## src/rtl/ex_div.sv

```systemverilog
// Iterative radix-2 restoring divider for DIV/DIVU; quotient on div_lo, remainder on div_hi.
// Optional DIV_SHORTCUT_EN: finish in one edge when |dividend| < |divisor|.
module ex_div #(
    parameter int WIDTH = 32,
    parameter int ITER  = WIDTH
) (
    input  logic             clk,
    input  logic             reset,
    input  logic             start,
    input  logic             signed_div,
    input  logic [WIDTH-1:0] opdata1,
    input  logic [WIDTH-1:0] opdata2,
    input  logic             annul,
    output logic [WIDTH-1:0] div_lo,
    output logic [WIDTH-1:0] div_hi,
    output logic             ready,
    output logic             stall_req
);

    localparam int CW = $clog2(ITER + 1);

    typedef enum logic [1:0] {FREE, DIV_ZERO, ON, END} state_t;

    state_t           state_q;
    logic [CW-1:0]    cnt_q;
    logic [WIDTH-1:0] rem_q;
    logic [WIDTH-1:0] quo_q;
    logic [WIDTH-1:0] dvs_q;
    logic             neg_quo_q;
    logic             neg_rem_q;
    logic [WIDTH-1:0] div_lo_q;
    logic [WIDTH-1:0] div_hi_q;
    logic             ready_q;

    function automatic logic [WIDTH-1:0] abs_val(input logic [WIDTH-1:0] v, input logic en);
        return (en && v[WIDTH-1]) ? ((~v) + WIDTH'(1)) : v;
    endfunction

    function automatic logic [WIDTH-1:0] cond_neg(input logic [WIDTH-1:0] v, input logic en);
        return en ? ((~v) + WIDTH'(1)) : v;
    endfunction

    logic [WIDTH-1:0] op1_abs;
    logic [WIDTH-1:0] op2_abs;
    logic [WIDTH:0]   trial;
    logic [WIDTH-1:0] rem_d;
    logic [WIDTH-1:0] quo_d;

    assign op1_abs = abs_val(opdata1, signed_div);
    assign op2_abs = abs_val(opdata2, signed_div);

    // The shifted remainder can exceed WIDTH bits for large unsigned divisors, so trial in WIDTH+1.
    assign trial = {rem_q, quo_q[WIDTH-1]} - {1'b0, dvs_q};
    assign rem_d = trial[WIDTH] ? {rem_q[WIDTH-2:0], quo_q[WIDTH-1]} : trial[WIDTH-1:0];
    assign quo_d = {quo_q[WIDTH-2:0], ~trial[WIDTH]};

    always_ff @(posedge clk) begin
        if (reset) begin
            state_q  <= FREE;
            cnt_q    <= '0;
            div_lo_q <= '0;
            div_hi_q <= '0;
            ready_q  <= 1'b0;
        end else if (annul && state_q != FREE) begin
            state_q  <= FREE;
            div_lo_q <= '0;
            div_hi_q <= '0;
            ready_q  <= 1'b0;
        end else begin
            case (state_q)
                FREE: begin
                    if (start && !annul) begin
                        if (opdata2 == '0) begin
                            state_q <= DIV_ZERO;
                        end
`ifdef DIV_SHORTCUT_EN
                        else if (op1_abs < op2_abs) begin
                            state_q  <= END;
                            div_lo_q <= '0;
                            div_hi_q <= opdata1;
                            ready_q  <= 1'b1;
                        end
`endif
                        else begin
                            state_q   <= ON;
                            cnt_q     <= '0;
                            rem_q     <= '0;
                            quo_q     <= op1_abs;
                            dvs_q     <= op2_abs;
                            neg_quo_q <= signed_div & (opdata1[WIDTH-1] ^ opdata2[WIDTH-1]);
                            neg_rem_q <= signed_div & opdata1[WIDTH-1];
                        end
                    end
                end
                DIV_ZERO: begin
                    state_q  <= END;
                    div_lo_q <= '0;
                    div_hi_q <= '0;
                    ready_q  <= 1'b1;
                end
                ON: begin
                    rem_q <= rem_d;
                    quo_q <= quo_d;
                    cnt_q <= cnt_q + CW'(1);
                    if (cnt_q == CW'(ITER - 1)) begin
                        state_q  <= END;
                        div_lo_q <= cond_neg(quo_d, neg_quo_q);
                        div_hi_q <= cond_neg(rem_d, neg_rem_q);
                        ready_q  <= 1'b1;
                    end
                end
                END: begin
                    if (!start) begin
                        state_q  <= FREE;
                        div_lo_q <= '0;
                        div_hi_q <= '0;
                        ready_q  <= 1'b0;
                    end
                end
                default: state_q <= FREE;
            endcase
        end
    end

    assign div_lo    = div_lo_q;
    assign div_hi    = div_hi_q;
    assign ready     = ready_q;
    assign stall_req = start & ~ready_q;

endmodule
```

## config.mk

```make
export PLATFORM = sky130hd
export DESIGN_NAME = ex_div
export DESIGN_NICKNAME = d
export VERILOG_FILES = /design/src/rtl/ex_div.sv
export SDC_FILE = /design/constraint.sdc
export NUM_CORES = 1
export LEC_CHECK = 0
export BUFFER_PORTS_ARGS = -buffer_cell sky130_fd_sc_hd__buf_4
export CAP_MARGIN = 10
export CORE_AREA = 5 5 184 186
export CTS_BUF_LIST = sky130_fd_sc_hd__clkbuf_4
export CTS_CLUSTER_DIAMETER = 120
export DETAILED_ROUTE_END_ITERATION = 6
export DIE_AREA = 0 0 189 191
export MAX_ROUTING_LAYER = met4
export PLACE_DENSITY_LB_ADDON = 0.05
export SETUP_SLACK_MARGIN = 0.2
export SLEW_MARGIN = 20
export SYNTH_ARGS = -nofsm -noshare
export SYNTH_HDL_FRONTEND = slang
export SYNTH_SLANG_ARGS = --single-unit
export TNS_END_PERCENT = 1
```

## constraint.sdc

```tcl
create_clock -name clk -period 16.25 [get_ports clk]
set_input_delay 3.25 -clock clk [delete_from_list [all_inputs] [get_ports clk]]
set_output_delay 3.25 -clock clk [all_outputs]
set_load 0.02 [all_outputs]
```

==> results of run 1 <==
## state kept, by name, summed over array words and instances, names as in the netlist
name	flops
rem_q	32
neg_quo_q	1
neg_rem_q	1
div_hi	32
cnt_q	6
ready	1
div_lo	32
dvs_q	32
quo_q	32
state_q	2
## power by group through the flow
stage	logic [mW]	clock network [mW]	registers, mW
after global placement	0.551	0	0.564
after detailed placement	0.552	0	0.564
after CTS	0.555	0.250	0.554
final	0.551	0.241	0.554
after floorplan	0.381	0	0.566
after global routing	0.617	0.271	0.559
## per-stage QoR
| stage | power [mW] | std cells | area [um2] | utilization (%) |
|---|---|---|---|---|
| after floorplan | 0.9469 | 1346 | 11720 | - |
| after global placement | 1.114 | 1835 | 13000 | 40.47 |
| after detailed placement | 1.116 | 1835 | 13000 | 40.47 |
| after CTS | 1.359 | 1867 | 13250 | 41.23 |
| after global routing | 1.447 | 1869 | 13280 | 41.33 |
| final | 1.345 | 1869 | 13280 | 41.33 |
## routing by layer
layer  wire length (um)  global-route usage [%]
met1              16730                   26.73
met2              16410                   32.02
met3               1178                   2.904
met4                468                   3.784
met5                  0                       -
## layout make-up
type / count / area (um2) / share of cell area (%)
diodes: 1 / 2.502 / 0.01885
clock buffers: 18 / 135.1 / 1.018
clock inverters: 14 / 108.9 / 0.8200
inverters: 57 / 216.5 / 1.631
multi-input cells: 1057 / 6804 / 51.25
flip-flops and latches: 171 / 4404 / 33.18
well taps: 408 / 510.5 / 3.845
repair buffers: 143 / 1094 / 8.238
## synth_stat cells, types with 13 or more instances
cell | n | share of area (%)
sky130_fd_sc_hd__ha_1 | 40 | 4.3
sky130_fd_sc_hd__nor2b_1 | 31 | 1.7
sky130_fd_sc_hd__or3_1 | 21 | 1.1
sky130_fd_sc_hd__xor2_1 | 66 | 4.9
sky130_fd_sc_hd__a22oi_1 | 30 | 1.9
sky130_fd_sc_hd__nand2b_1 | 13 | 0.69
sky130_fd_sc_hd__nor2_1 | 111 | 3.6
sky130_fd_sc_hd__clkbuf_1 | 44 | 1.4
sky130_fd_sc_hd__o31ai_1 | 28 | 1.8
sky130_fd_sc_hd__inv_1 | 56 | 1.8
sky130_fd_sc_hd__a21oi_1 | 77 | 3.3
sky130_fd_sc_hd__nor4_1 | 13 | 0.69
sky130_fd_sc_hd__xnor2_1 | 72 | 5.4
sky130_fd_sc_hd__mux2i_1 | 19 | 1.6
sky130_fd_sc_hd__or4_1 | 13 | 0.83
sky130_fd_sc_hd__edfxtp_1 | 98 | 25
sky130_fd_sc_hd__nand2_1 | 153 | 4.9
sky130_fd_sc_hd__o21ai_0 | 125 | 5.3
sky130_fd_sc_hd__dfxtp_1 | 73 | 12
sky130_fd_sc_hd__nor3_1 | 41 | 1.8
## worst max-delay path by stage
stage / depth (start not counted) / slack [ns] / startpoint / to
5_1_grt: 3 / 9.30 / start / stall_req
6_report: 3 / 9.35 / start / stall_req
3_3_place_gp: 11 / 9.15 / opdata2[9] / rem_q[29]$_SDFFCE_PN0P_
4_1_cts: 3 / 9.35 / start / stall_req
3_5_place_dp: 11 / 9.07 / opdata2[9] / rem_q[30]$_SDFFCE_PN0P_
2_1_floorplan: 12 / 8.26 / opdata2[0] / quo_q[0]$_DFFE_PP_
## critical path: cells and delay by family
family | cells | cell delay, ns
buffers and inverters | 2 | 0.27
AND/OR/NAND/NOR | 1 | 0.12
## cell families after synthesis
logic type,synth area share [%]
mux,1.623
xor+xnor,10.31
flops,37.58
buf+inv,4.655
fa+ha+maj,4.442
simple gates,19.36
compound gates,22.03
==> Flow_metrics.wiki, run 1 <==
{| class="wikitable"
! Metric !! Value
|-
| Pre-antenna DRT Iters || 5
|-
| Flop-to-flop setup slack || 10.11 ns
|-
| Area growth, synth to finish || 13.28%
|-
| DRT antenna net count || 0
|-
| Number of post-CTS setup repair buffers || 0
|-
| Most common flop cell mapped by yosys || sky130_fd_sc_hd__edfxtp_1
|-
| RR Startpoint || quo_q[31]$_DFFE_PP_
|-
| Asr flop ratio synth || 0%
|-
| Clock insertion delay at the later pin of the skew report || 0.58 ns
|-
| Hold violation count in the final report || 0
|-
| Crit share post-route || 42.44%
|-
| Number of nets in the layout || 1,557
|-
| Post-Syn Instances || 1,346
|-
| Clock network fraction of design power || 17.9%
|-
| Number of max-slew violations in the final report || 0
|-
| Average footprint of a synthesized cell || 8.706 um2
|-
| Via count of the first global-routing pass || 9,859
|-
| Number of instances on the worst hold path || 2
|-
| Combinational power share || 40.9%
|-
| Setup Total Neg Slack || 0 ns
|-
| Setup WS pre-CTS || 9.068 ns
|-
| Minimum clock period || 6.897 ns
|-
| Layout cell share with drive strength beyond 1 || 14.59%
|-
| RSZ-0062 raised after global routing || no
|-
| Part of the Yosys area used for sequential elements || 37.58%
|-
| Maximum net fanout on the critical path || 4
|-
| Critical setup path kind || in -> out
|-
| HP Class || reg -> reg
|-
| Worst min-delay path startpoint || div_hi[30]$_SDFFE_PP0P_
|-
| GRT Total Usage || 19.78%
|-
| Power per cell area || 101.3 mW/mm2
|-
| Cell count of the worst reg-to-reg path || 21
|-
| Largest net degree at the start of global routing || 65
|-
| Number of buffers on the longest clock path || 2
|-
| Setup slack of the critical path after layout || 9.353 ns
|-
| Register clock-pin slew on the reported worst setup and hold paths || 0.15 ns
|-
| Routed WL per cell || 18.61 um
|-
| Total of fill cells in the finished design || 3,297
|-
| Number of vias in the routed layout || 10,070
|-
| Routed via count divided by cell count || 5.387
|-
| CTS HTree Levels || 4
|-
| Skew final || 0.01741 ns
|-
| Worst supply voltage drop on vdd || 0.00004460 V
|-
| Worst path arrival time || 3.65 ns
|-
| Total of cells resized after clock tree synthesis || 0
|-
| Clk root buf || sky130_fd_sc_hd__clkbuf_4
|-
| Switching share of power || 42.25%
|-
| Port buffer count || 134
|-
| TritonCTS clock tree || built
|-
| Run status || completed
|-
| Worst slew margin || 28.39%
|-
| Total Die Area || 0.03610 mm2
|-
| Library cell contributing the largest single delay on the critical path || sky130_fd_sc_hd__buf_4
|-
| Type of element capturing the critical path || output port
|-
| Initial antenna violation count || 1
|-
| Number of clock buffers inserted by TritonCTS || 17
|-
| Number of cell rows || 66
|-
| Portion of total power attributed to sequential cells || 41.2%
|-
| Number of hold buffers added after cts || 0
|-
| Synth Register Bits || 171
|-
| Core Area || 0.03212 mm2
|-
| MaxCap Viol Count || 0
|-
| Worst Hold Slack || 0.4660 ns
|-
| Width of the die || 189 um
|-
| Total length of routed wires || 34,790 um
|-
| Pin slew with the least headroom to its limit || 1.074 ns
|-
| Effective utilization at floorplan || 36.48%
|-
| Netlist area before placement || 0.01172 mm2
|-
| Post-detail-place hpwl || 26,310 um
|-
| First-pass GRT wire length || 55,500 um
|-
| Leading cell types in the layout, fill and taps excluded || 153 x sky130_fd_sc_hd__nand2_1, 142 x sky130_fd_sc_hd__buf_4, 125 x sky130_fd_sc_hd__o21ai_0, 108 x sky130_fd_sc_hd__nor2_1, 98 x sky130_fd_sc_hd__edfxtp_1
|-
| Endpoint, Worst Hold || div_hi[30]$_SDFFE_PP0P_
|-
| Critical Path RT || 13.00 ns
|-
| Gr ovfl total || 0
|-
| Unique masters post-synth || 90
|-
| Slowest stage delay, CP || 0.15 ns
|-
| Cell mode on critical path || sky130_fd_sc_hd__buf_4
|-
| Number of flops mapped to enable cells by yosys || 98
|-
| Total setup violations reported at the end of the flow || 0
|-
| Gpl congestion || 0.8787
|-
| Worst Setup Start Kind || input port
|-
| I/O pin total || 135
|-
| Internal power || 0.7769 mW
|-
| Achievable clock frequency || 0.1450 GHz
|-
| Synth Warn # || 0
|-
| Static leakage || 5.030 nW
|-
| Cell-by-cell listing of the critical path || buf_4, nor2b_1, buf_4
|-
| Net switching power || 0.5683 mW
|-
| Net count after synthesis || 1,456
|-
| Clock sink count || 171
|-
| DRC violation count after routing || 0
|-
| Most common cell after layout, fill and taps aside || sky130_fd_sc_hd__nand2_1
|-
| First-iteration detailed-routing DRC count || 679
|-
| Crit Reg-Reg Endpoint || div_hi[30]$_SDFFE_PP0P_
|-
| Overall die height || 191 um
|}
Power figures use the tool's default switching activity.
==> inputs of run 2 (changes only) <==
==> constraint.sdc (replaced) <==
create_clock -name clk -period 7 [get_ports clk]
set_input_delay 1.4 -clock clk [delete_from_list [all_inputs] [get_ports clk]]
set_output_delay 1.4 -clock clk [all_outputs]
set_load 0.02 [all_outputs]
==> run 2 against run 1 <==
Against the previous run: clock-buffer cell count is the same; die area is the same; setup slack lost 8.0 ns; design area grew 0.57%; non-clock buffer count grew 1.
==> Flow_metrics.wiki, run 2 (synthesized netlist as in run 1, its figures left out) <==
{| class="wikitable"
! Metric !! Value
|-
| Standard cell area after detailed placement || 0.01301 mm2 (was 0.01300 mm2)
|-
| Type of element capturing the critical path || flop (was output port)
|-
| Via count of the first global-routing pass || 9,922 (was 9,859)
|-
| Number of nets in the layout || 1,558 (was 1,557)
|-
| Worst path arrival time || 6.12 ns (was 3.65 ns)
|-
| Number of cell rows || 66 (unchanged)
|-
| Most common cell after layout, fill and taps aside || sky130_fd_sc_hd__nand2_1 (unchanged)
|-
| Power per cell area || 241.7 mW/mm2 (was 101.3 mW/mm2)
|-
| Total setup violations reported at the end of the flow || 0 (unchanged)
|-
| Overall die height || 191 um (unchanged)
|-
| Clock sink count || 171 (unchanged)
|-
| I/O pin total || 135 (unchanged)
|-
| First-iteration detailed-routing DRC count || 654 (was 679)
|-
| Layout cell share with drive strength beyond 1 || 14.78% (was 14.59%)
|-
| DRT antenna net count || 0 (unchanged)
|-
| HP Class || reg -> reg (unchanged)
|-
| Area growth, synth to finish || 13.92% (was 13.28%)
|-
| Number of vias in the routed layout || 10,210 (was 10,070)
|-
| Gpl congestion || 0.8426 (was 0.8787)
|-
| Number of post-CTS setup repair buffers || 0 (unchanged)
|-
| Pin slew with the least headroom to its limit || 1.066 ns (was 1.074 ns)
|-
| Register clock-pin slew on the reported worst setup and hold paths || 0.16 ns (was 0.15 ns)
|-
| Static leakage || 5.068 nW (was 5.030 nW)
|-
| Number of instances on the worst hold path || 2 (unchanged)
|-
| Clock insertion delay at the later pin of the skew report || 0.60 ns (was 0.58 ns)
|-
| Run status || completed (unchanged)
|-
| Gr ovfl total || 0 (unchanged)
|-
| Cell count of the worst reg-to-reg path || 21 (unchanged)
|-
| Core Area || 0.03212 mm2 (unchanged)
|-
| Total of cells resized after clock tree synthesis || 0 (unchanged)
|-
| Worst supply voltage drop on vdd || 0.0001336 V (was 0.00004460 V)
|-
| Clk root buf || sky130_fd_sc_hd__clkbuf_4 (unchanged)
|-
| Routed via count divided by cell count || 5.459 (was 5.387)
|-
| Maximum net fanout on the critical path || 11 (was 4)
|-
| Minimum clock period || 5.641 ns
|-
| Total length of routed wires || 35,110 um (was 34,790 um)
|-
| Number of max-slew violations in the final report || 0 (unchanged)
|-
| Initial antenna violation count || 2 (was 1)
|-
| Pre-antenna DRT Iters || 5 (unchanged)
|-
| Worst Hold Slack || 0.4629 ns (was 0.4660 ns)
|-
| Setup Total Neg Slack || 0 ns (unchanged)
|-
| Crit share post-route || 80.58%
|-
| Leading cell types in the layout, fill and taps excluded || 153 x sky130_fd_sc_hd__nand2_1, 143 x sky130_fd_sc_hd__buf_4, 125 x sky130_fd_sc_hd__o21ai_0, 108 x sky130_fd_sc_hd__nor2_1, 98 x sky130_fd_sc_hd__edfxtp_1 (was 153 x sky130_fd_sc_hd__nand2_1, 142 x sky130_fd_sc_hd__buf_4, 125 x sky130_fd_sc_hd__o21ai_0, 108 x sky130_fd_sc_hd__nor2_1, 98 x sky130_fd_sc_hd__edfxtp_1)
|-
| Fraction of the core area covered by cells at the end of the flow || 41.56% (was 41.33%)
|-
| RSZ-0062 raised after global routing || no (unchanged)
|-
| Total non-filler cell area in the finished layout || 0.01335 mm2 (was 0.01328 mm2)
|-
| CTS HTree Levels || 4 (unchanged)
|-
| Width of the die || 189 um (unchanged)
|-
| GRT Total Usage || 19.81% (was 19.78%)
|-
| MaxCap Viol Count || 0 (unchanged)
|-
| Number of buffers on the longest clock path || 2 (unchanged)
|-
| Achievable clock frequency || 0.1773 GHz
|-
| Port buffer count || 134 (unchanged)
|-
| Hold violation count in the final report || 0 (unchanged)
|-
| Worst slew margin || 28.37% (was 28.39%)
|-
| Worst Setup Start Kind || flop (was input port)
|-
| Effective utilization at floorplan || 36.48% (unchanged)
|-
| DRC violation count after routing || 0 (unchanged)
|-
| Post-detail-place hpwl || 26,950 um (was 26,310 um)
|-
| Total Die Area || 0.03610 mm2 (unchanged)
|-
| Critical setup path kind || reg -> reg (was in -> out)
|-
| Largest net degree at the start of global routing || 91 (was 65)
|-
| Critical Path RT || 7.48 ns (was 13.00 ns)
|-
| Number of hold buffers added after cts || 0 (unchanged)
|-
| Routed WL per cell || 18.77 um (was 18.61 um)
|-
| TritonCTS clock tree || built (unchanged)
|-
| First-pass GRT wire length || 55,150 um (was 55,500 um)
|-
| Number of clock buffers inserted by TritonCTS || 17 (unchanged)
|-
| Skew final || 0.02428 ns (was 0.01741 ns)
|}
## run 2: final cells by class
| cell class | instances | area (um2) |
|---|---|---|
| antenna | 2 | 5.005 |
| fill | 3291 | 18770 |
| sequential | 171 | 4404 |
| inverter | 57 | 216.5 |
| clock inverter | 14 | 181.4 |
| multi-input combinational | 1057 | 6804 |
| timing repair buffer | 144 | 1094 |
| tap | 408 | 510.5 |
| clock buffer | 18 | 135.1 |
## run 2: worst max-delay path: stages (launching register included)
cell	delay, ns
sky130_fd_sc_hd__edfxtp_1	0.44
sky130_fd_sc_hd__inv_1	0.06
sky130_fd_sc_hd__ha_1	0.22
sky130_fd_sc_hd__fa_1	0.41
sky130_fd_sc_hd__nand2b_1	0.21
sky130_fd_sc_hd__a211oi_1	0.42
sky130_fd_sc_hd__o21a_1	0.31
sky130_fd_sc_hd__o211a_1	0.26
sky130_fd_sc_hd__o21a_1	0.47
sky130_fd_sc_hd__nor2_4	0.10
sky130_fd_sc_hd__inv_4	0.09
sky130_fd_sc_hd__nor2_1	0.04
sky130_fd_sc_hd__a21oi_1	0.20
sky130_fd_sc_hd__ha_1	0.26
sky130_fd_sc_hd__nand2_1	0.07
sky130_fd_sc_hd__a21oi_1	0.22
sky130_fd_sc_hd__o221ai_1	0.27
sky130_fd_sc_hd__o41ai_4	0.58
sky130_fd_sc_hd__nand4_1	0.24
sky130_fd_sc_hd__o41ai_2	0.41
sky130_fd_sc_hd__xor2_1	0.18
sky130_fd_sc_hd__o21ai_1	0.07
## run 2: path summary, 6_finish.rpt
kind / start / end / slack (ns)
min reg2reg: div_hi[30]$_SDFFE_PP0P_ / div_hi[30]$_SDFFE_PP0P_ / 0.46
max reg2reg: quo_q[31]$_DFFE_PP_ / div_hi[30]$_SDFFE_PP0P_ / 1.36
max: quo_q[31]$_DFFE_PP_ / div_hi[30]$_SDFFE_PP0P_ / 1.36
min: div_hi[30]$_SDFFE_PP0P_ / div_hi[30]$_SDFFE_PP0P_ / 0.46
## run 2: power by group
| part | internal (mW) | total, mW | switching, mW |
|---|---|---|---|
| Clock | 0.260 | 0.660 | 0.399 |
| Sequential | 1.20 | 1.28 | 0.0799 |
| Combinational | 0.447 | 1.28 | 0.837 |
| Total | 1.91 | 3.23 | 1.32 |
## run 2: through the flow
step | cells | power, mW | worst slack, ns
3_3_place_gp | 1836 | 2.595 | 1.543
3_5_place_dp | 1836 | 2.597 | 1.456
5_1_grt | 1871 | 3.451 | 0.9912
6_report | 1871 | 3.227 | 1.359
2_1_floorplan | 1346 | 2.198 | 0.8637
4_1_cts | 1868 | 3.265 | 1.445
## run 2: metal layers
| layer | vias up | global-route usage (%) | share of wire, % |
|---|---|---|---|
| met1 | 4875 | 26.08 | 47 |
| met2 | 224 | 32.60 | 48 |
| met5 | - | - | 0 |
| met3 | 33 | 2.356 | 3.1 |
| li1 | 5081 | - | - |
| met4 | 0 | 5.241 | 2.0 |
